--- config.mk ---
export PLATFORM = sky130hd
export DESIGN_NAME = s1d_host_if
export DESIGN_NICKNAME = d
export VERILOG_FILES = /design/src/rtl/s1d_host_if.sv
export SDC_FILE = /design/constraint.sdc
export NUM_CORES = 1
export LEC_CHECK = 0
export CAP_MARGIN = 30
export CORE_MARGIN = 3
export CORE_UTILIZATION = 35
export DETAILED_ROUTE_END_ITERATION = 10
export SLEW_MARGIN = 10
export SYNTH_ARGS = -nofsm -noshare
export SYNTH_HDL_FRONTEND = slang
export SYNTH_SLANG_ARGS = --single-unit
--- constraint.sdc ---
create_clock -name P_MCLKI -period 3.1 [get_ports P_MCLKI]
set_clock_uncertainty 0.05 [all_clocks]
set_input_delay 0.62 -clock P_MCLKI [delete_from_list [all_inputs] [get_ports P_MCLKI]]
set_output_delay 0.62 -clock P_MCLKI [all_outputs]
set_load 0.02 [all_outputs]
--- src/rtl/s1d_host_if.sv ---
// Host bus front end for the S1D13700-compatible controller.
// It synchronises the 8080-style strobes and decodes each committed write
// as a command, a parameter, or a display-memory byte. Memory bytes are
// buffered in a small FIFO, and reads return a registered status or data byte.
module s1d_host_if #(
  parameter int             DW         = 8,
  parameter int             SYNC_STG   = 2,
  parameter int             MAX_PAR    = 16,
  parameter int             FIFO_DEPTH = 8,
  parameter logic [DW-1:0]  MWRITE_CMD = DW'(8'h42),
  localparam int            PIW        = (MAX_PAR > 1) ? $clog2(MAX_PAR) : 1
) (
  input  logic           P_MCLKI,
  input  logic           P_RST_X,
  input  logic           P_CE_X,
  input  logic           P_A0,
  input  logic           P_WR_X,
  input  logic           P_RD_X,
  input  logic [DW-1:0]  P_DI,
  output logic [DW-1:0]  P_DO,
  output logic           P_DOE,
  output logic [DW-1:0]  cmd_o,
  output logic           cmd_vld,
  output logic           par_we,
  output logic [PIW-1:0] par_idx,
  output logic [DW-1:0]  par_dat,
  output logic           mem_wvld,
  output logic [DW-1:0]  mem_wdat,
  input  logic           mem_wrdy,
  input  logic [DW-1:0]  rd_dat_i
);

  localparam int CW = $clog2(MAX_PAR + 1);
  localparam int AW = $clog2(FIFO_DEPTH);

  typedef enum logic [1:0] {S_IDLE, S_PARAM, S_MWR} state_t;

  // Synchroniser chains, then the delay stage holding the previous sample
  logic [SYNC_STG-1:0] ce_sync_q, a0_sync_q, wr_sync_q;
  logic [DW-1:0]       di_sync_q [SYNC_STG];
  logic                ce_d_q, a0_d_q, wr_d_q;
  logic [DW-1:0]       di_d_q;

  // Strobes reset to their idle (high) level so reset release never looks like a WR rise
  always_ff @(posedge P_MCLKI or negedge P_RST_X) begin
    if (!P_RST_X) begin
      ce_sync_q <= '1;
      wr_sync_q <= '1;
      a0_sync_q <= '0;
      ce_d_q    <= 1'b1;
      wr_d_q    <= 1'b1;
      a0_d_q    <= 1'b0;
      di_d_q    <= '0;
    end else begin
      ce_sync_q <= {ce_sync_q[SYNC_STG-2:0], P_CE_X};
      wr_sync_q <= {wr_sync_q[SYNC_STG-2:0], P_WR_X};
      a0_sync_q <= {a0_sync_q[SYNC_STG-2:0], P_A0};
      ce_d_q    <= ce_sync_q[SYNC_STG-1];
      wr_d_q    <= wr_sync_q[SYNC_STG-1];
      a0_d_q    <= a0_sync_q[SYNC_STG-1];
      di_d_q    <= di_sync_q[SYNC_STG-1];
    end
  end

  genvar gi;
  generate
    for (gi = 0; gi < SYNC_STG; gi++) begin : g_di_sync
      if (gi == 0) begin : g_first
        // First data stage samples the host pins
        always_ff @(posedge P_MCLKI or negedge P_RST_X) begin
          if (!P_RST_X) di_sync_q[gi] <= '0;
          else          di_sync_q[gi] <= P_DI;
        end
      end else begin : g_rest
        // Later data stages shift the previous one
        always_ff @(posedge P_MCLKI or negedge P_RST_X) begin
          if (!P_RST_X) di_sync_q[gi] <= '0;
          else          di_sync_q[gi] <= di_sync_q[gi-1];
        end
      end
    end
  endgenerate

  // Register the commit decision with A0/data captured from the delay stage (WR still low there)
  logic          commit_q, cmt_a0_q;
  logic [DW-1:0] cmt_dat_q;

  always_ff @(posedge P_MCLKI or negedge P_RST_X) begin
    if (!P_RST_X) begin
      commit_q  <= 1'b0;
      cmt_a0_q  <= 1'b0;
      cmt_dat_q <= '0;
    end else begin
      commit_q  <= wr_sync_q[SYNC_STG-1] & ~wr_d_q & ~ce_d_q;
      cmt_a0_q  <= a0_d_q;
      cmt_dat_q <= di_d_q;
    end
  end

  // Decoder state and registered outputs
  state_t        state_q, state_d;
  logic [CW-1:0] cnt_q, cnt_d;
  logic [DW-1:0] cmd_q, cmd_d, par_dat_q, par_dat_d, push_dat_q, push_dat_d;
  logic [PIW-1:0] par_idx_q, par_idx_d;
  logic          cmd_vld_q, cmd_vld_d, par_we_q, par_we_d, push_q, push_d;
  logic          ovf_clr;

  // State register and output pulses
  always_ff @(posedge P_MCLKI or negedge P_RST_X) begin
    if (!P_RST_X) begin
      state_q    <= S_IDLE;
      cnt_q      <= '0;
      cmd_q      <= '0;
      cmd_vld_q  <= 1'b0;
      par_we_q   <= 1'b0;
      par_idx_q  <= '0;
      par_dat_q  <= '0;
      push_q     <= 1'b0;
      push_dat_q <= '0;
    end else begin
      state_q    <= state_d;
      cnt_q      <= cnt_d;
      cmd_q      <= cmd_d;
      cmd_vld_q  <= cmd_vld_d;
      par_we_q   <= par_we_d;
      par_idx_q  <= par_idx_d;
      par_dat_q  <= par_dat_d;
      push_q     <= push_d;
      push_dat_q <= push_dat_d;
    end
  end

  // Next-state decode: commands always win, data writes depend on the current mode
  always_comb begin
    state_d    = state_q;
    cnt_d      = cnt_q;
    cmd_d      = cmd_q;
    cmd_vld_d  = 1'b0;
    par_we_d   = 1'b0;
    par_idx_d  = par_idx_q;
    par_dat_d  = par_dat_q;
    push_d     = 1'b0;
    push_dat_d = push_dat_q;
    ovf_clr    = 1'b0;
    if (commit_q) begin
      if (cmt_a0_q) begin
        cmd_d     = cmt_dat_q;
        cmd_vld_d = 1'b1;
        cnt_d     = '0;
        ovf_clr   = 1'b1;
        state_d   = (cmt_dat_q == MWRITE_CMD) ? S_MWR : S_PARAM;
      end else begin
        case (state_q)
          S_PARAM: begin
            // Excess parameters are dropped; the counter saturates at MAX_PAR
            if (cnt_q < CW'(MAX_PAR)) begin
              par_we_d  = 1'b1;
              par_idx_d = cnt_q[PIW-1:0];
              par_dat_d = cmt_dat_q;
              cnt_d     = cnt_q + 1'b1;
            end
          end
          S_MWR: begin
            push_d     = 1'b1;
            push_dat_d = cmt_dat_q;
          end
          default: ;
        endcase
      end
    end
  end

  // Memory-write FIFO
  logic [DW-1:0] fifo_mem [FIFO_DEPTH];
  logic [AW-1:0] wr_ptr_q, rd_ptr_q;
  logic [AW:0]   fcnt_q;
  logic          full, empty, do_push, do_pop, ovf_q;

  assign full    = (fcnt_q == (AW+1)'(FIFO_DEPTH));
  assign empty   = (fcnt_q == '0);
  assign do_push = push_q & ~full;
  assign do_pop  = ~empty & mem_wrdy;

  // Storage array, written only on accepted pushes
  always_ff @(posedge P_MCLKI) begin
    if (do_push) fifo_mem[wr_ptr_q] <= push_dat_q;
  end

  // Pointers, occupancy and sticky overflow (full is judged before any same-cycle pop)
  always_ff @(posedge P_MCLKI or negedge P_RST_X) begin
    if (!P_RST_X) begin
      wr_ptr_q <= '0;
      rd_ptr_q <= '0;
      fcnt_q   <= '0;
      ovf_q    <= 1'b0;
    end else begin
      if (do_push) wr_ptr_q <= wr_ptr_q + 1'b1;
      if (do_pop)  rd_ptr_q <= rd_ptr_q + 1'b1;
      case ({do_push, do_pop})
        2'b10:   fcnt_q <= fcnt_q + 1'b1;
        2'b01:   fcnt_q <= fcnt_q - 1'b1;
        default: ;
      endcase
      if (ovf_clr)             ovf_q <= 1'b0;
      else if (push_q && full) ovf_q <= 1'b1;
    end
  end

  // Read path: status byte for A0=1, memory data for A0=0
  logic [DW-1:0] status_w, do_q;

  always_comb begin
    status_w       = '0;
    status_w[DW-1] = ovf_q;
    status_w[DW-2] = ~empty;
  end

  // Read data register, refreshed every cycle from the synchronised A0
  always_ff @(posedge P_MCLKI or negedge P_RST_X) begin
    if (!P_RST_X) do_q <= '0;
    else          do_q <= a0_sync_q[SYNC_STG-1] ? status_w : rd_dat_i;
  end

  assign P_DO     = do_q;
  assign P_DOE    = ~P_CE_X & ~P_RD_X;
  assign cmd_o    = cmd_q;
  assign cmd_vld  = cmd_vld_q;
  assign par_we   = par_we_q;
  assign par_idx  = par_idx_q;
  assign par_dat  = par_dat_q;
  assign mem_wvld = ~empty;
  assign mem_wdat = empty ? '0 : fifo_mem[rd_ptr_q];

endmodule
==> flow_summary.ini <==
[timing]
rsz_0062_raised_after_global_routing = false
report.final.hold_viol_count = 0
final_period_minus_worst_setup_slack_ps = 2960
slew_viol_final = 0
setup_viol_count_final = 0
relSlewSlack_pct = 45.1
setup_total_negative_slack_ps = 0
fin_crit_sh_pct = 95.6
timing.final.ws_setup_ps = 137
worstMarginPinSlew_ps = 820
max_freq_ghz = 0.337

[placed_design]
place_congestion = 0.753
port_buffers = 62
dp_hpwl_mm = 7.29
post-place-ws_ps = 336

[routing]
route.vias.total = 3147
length_of_the_first_detailed_routing_pass_in_iterations = 4
detail_route.wl_per_cell_um = 16.1
drt-total-wl_mm = 10.8
drt_first_iter_violations = 185
drc = 0
ant_nets = 0
drt-vias-per-instance = 4.70

[run]
maxCapViolations = 0

[synthesis]
synth.top_cell.area_share_pct = 38.9
synth.ff_latch_count = 164
synthArstFlopShare_pct = 61.0
ys_dominant_reg_cell = dfrtp_1
ys.warnings.count = 0
library_cells_used_by_synthesis = 46
post_synthesis_net_count = 393
synthesis.area_sq_mm = 0.00605
synth_seq_area_share_pct = 73.3
synth_edf_count = 64
mapped_avg_cell_area_sq_um = 16.6
post_synth_main_area_contributors = dfrtp_1, edfxtp_1, mux2_2, mux2i_1, dfstp_2
netlist_instances = 364
post-synth-top-area-cell = dfrtp_1

[clocking]
clock_insertion_delay_at_the_later_pin_of_the_skew_report_ps = 420
cts.reportedPaths.clkPinSlew_ps = 60
numCtsBuffers = 17
clock_sinks = 164
clk_path_buf_depth = 2
cts_repair_resize_count = 0
cts_tree = done
post-cts-setup-buffers = 0
cts_root_buffer = clkbuf_16
htreeDepth = 4
post_cts_hold_buffer_count = 0

[floorplanning]
fp.dieH_um = 137
top_level_port_count = 63
die_x_um = 137
rows = 47
floorplan.die_area_sq_mm = 0.0189
placeableCoreArea_sq_mm = 0.0168
start_util_pct = 36.1

[finish]
final_core_utilization_pct = 44.9
syn_to_final_growth_pct = 24.3
antenna_diodes = 0
layout-drive-gt1-share_pct = 22.7
nets = 466

[global_route]
grt_util_all_layers_pct = 12.3
grt_first_pass_wirelength_mm = 17.3
largest_net_degree_at_the_start_of_global_routing = 55
antenna_violations_before_repair = 0
via_count_of_the_first_global_routing_pass = 3330
globalRoute.totalOverflow = 0

[critical_path]
worst-path-max-fanout = 8
worst-setup-path-type = register to primary output
start_kind = register
critical_path_required_ps = 2430
critical_path_arrival_ps = 2290
worstSetupEndpointType = primary output

[pwr]
static-leakage-power_nw = 2.81
power_density_mw_per_mm2 = 772
vdd_ir_drop_max_mv = 0.575

[worst_hold_path]
min_path_type = input port to async pin

[run_status]
run_status = complete, no violations
flip-flops by register name, summed over array words and instances, names as in the netlist, 4 cells and up:
name,count
cnt_q,5
di_sync_q,16
par_idx,4
di_d_q,8
push_dat_q,8
cmd_o,8
cmt_dat_q,8
fcnt_q,4
par_dat,8
P_DO,8
fifo_mem,64
cell type report:
class | instances | area (sq um)
Sequential cell | 164 | 4430
Clock buffer | 24 | 507
Clock inverter | 8 | 71.3
Timing Repair Buffer | 69 | 696
Multi-Input combinational cell | 178 | 1510
Tap cell | 220 | 275
Fill cell | 1498 | 9240
Inverter | 7 | 26.3
synthesized netlist by cell type, types with 2 or more instances:
master,count
inv_1,6
nor4bb_1,3
a22o_1,9
nand2b_1,4
xor2_1,2
clkbuf_1,3
nand3_1,5
nor2b_1,11
ha_1,6
a21oi_1,2
nand2_1,7
nand3b_1,2
mux2i_1,19
o21a_1,2
nor2_1,12
mux2_2,47
buf_1,2
dfstp_2,6
nor3_1,11
o22ai_1,11
buf_2,8
dfrtp_1,94
edfxtp_1,64
xnor2_1,5
or3b_2,2
path summary, 6_finish.rpt:
kind	cells past startpoint	endpoint	from	slack, ps
worst max-delay path	4	mem_wdat[7]	rd_ptr_q[0]$_DFFE_PN0P_	140
worst min-delay path	1	di_sync_q[10]$_DFF_PN0_	P_RST_X	150
worst max register to register	6	fcnt_q[3]$_DFFE_PN0P_	fcnt_q[2]$_DFFE_PN0P_	340
worst min register to register	0	di_d_q[2]$_DFF_PN0_	di_sync_q[2]$_DFF_PN0_	290
max in group asynchronous	2	rd_ptr_q[1]$_DFFE_PN0P_	P_RST_X	2170
min in group P_MCLKI	0	di_d_q[2]$_DFF_PN0_	di_sync_q[2]$_DFF_PN0_	290
worst max-delay path: stages (launching register included):
cell and delay (ps):
dfrtp_1 440, nor2b_1 540, a22o_1 300, nor3_1 60, clkdlybuf4s50_1 530
cell families after synthesis:
group	count (synthesis)	share of synthesized area (%)
fa+ha+maj	6	1.24
mux	67	12.1
buf+inv	22	1.72
simple gates	66	6.66
flops	164	73.3
compound gates	32	3.97
xor+xnor	7	1.01
power breakdown:
part	switching (mW)	leakage, nW	internal (mW)
combinational	0.592	0.866	0.592
clock	0.783	0.285	1.22
sequential	0.186	1.66	2.43
total	1.56	2.81	4.24
metrics by stage:
stage | cells | instance area (sq um) | hold slack, ps | total power [mW]
global route | 670 | 7520 | 191 | 6.07
CTS | 670 | 7520 | 155 | 5.89
global placement | 638 | 6940 | 282 | 3.81
detailed placement | 638 | 6940 | 285 | 3.85
finish | 670 | 7520 | 153 | 5.80
floorplan | 364 | 6050 | 274 | 3.37
metal layers:
metal | part of all wire, % | wire (um) | track usage (%) | vias up
met5 | 0 | 0 | 0 | -
met4 | 1.5 | 166 | 4.88 | 0
met3 | 4.4 | 471 | 4.46 | 13
met2 | 48 | 5140 | 19.3 | 65
met1 | 46 | 5010 | 15.6 | 1580
li1 | - | - | - | 1489
placed cells by master, fill, tap and decap left out, types with 7 or more instances in the layout:
cell	count
dfrtp_1	94
edfxtp_1	64
clkdlybuf4s50_1	61
mux2_2	47
mux2i_1	19
clkbuf_16	18
nor2_1	12
o22ai_1	11
nor2b_1	11
nor3_1	11
a22o_1	9
nand2_1	7
Note: power is estimated with default switching activity, not from simulation.
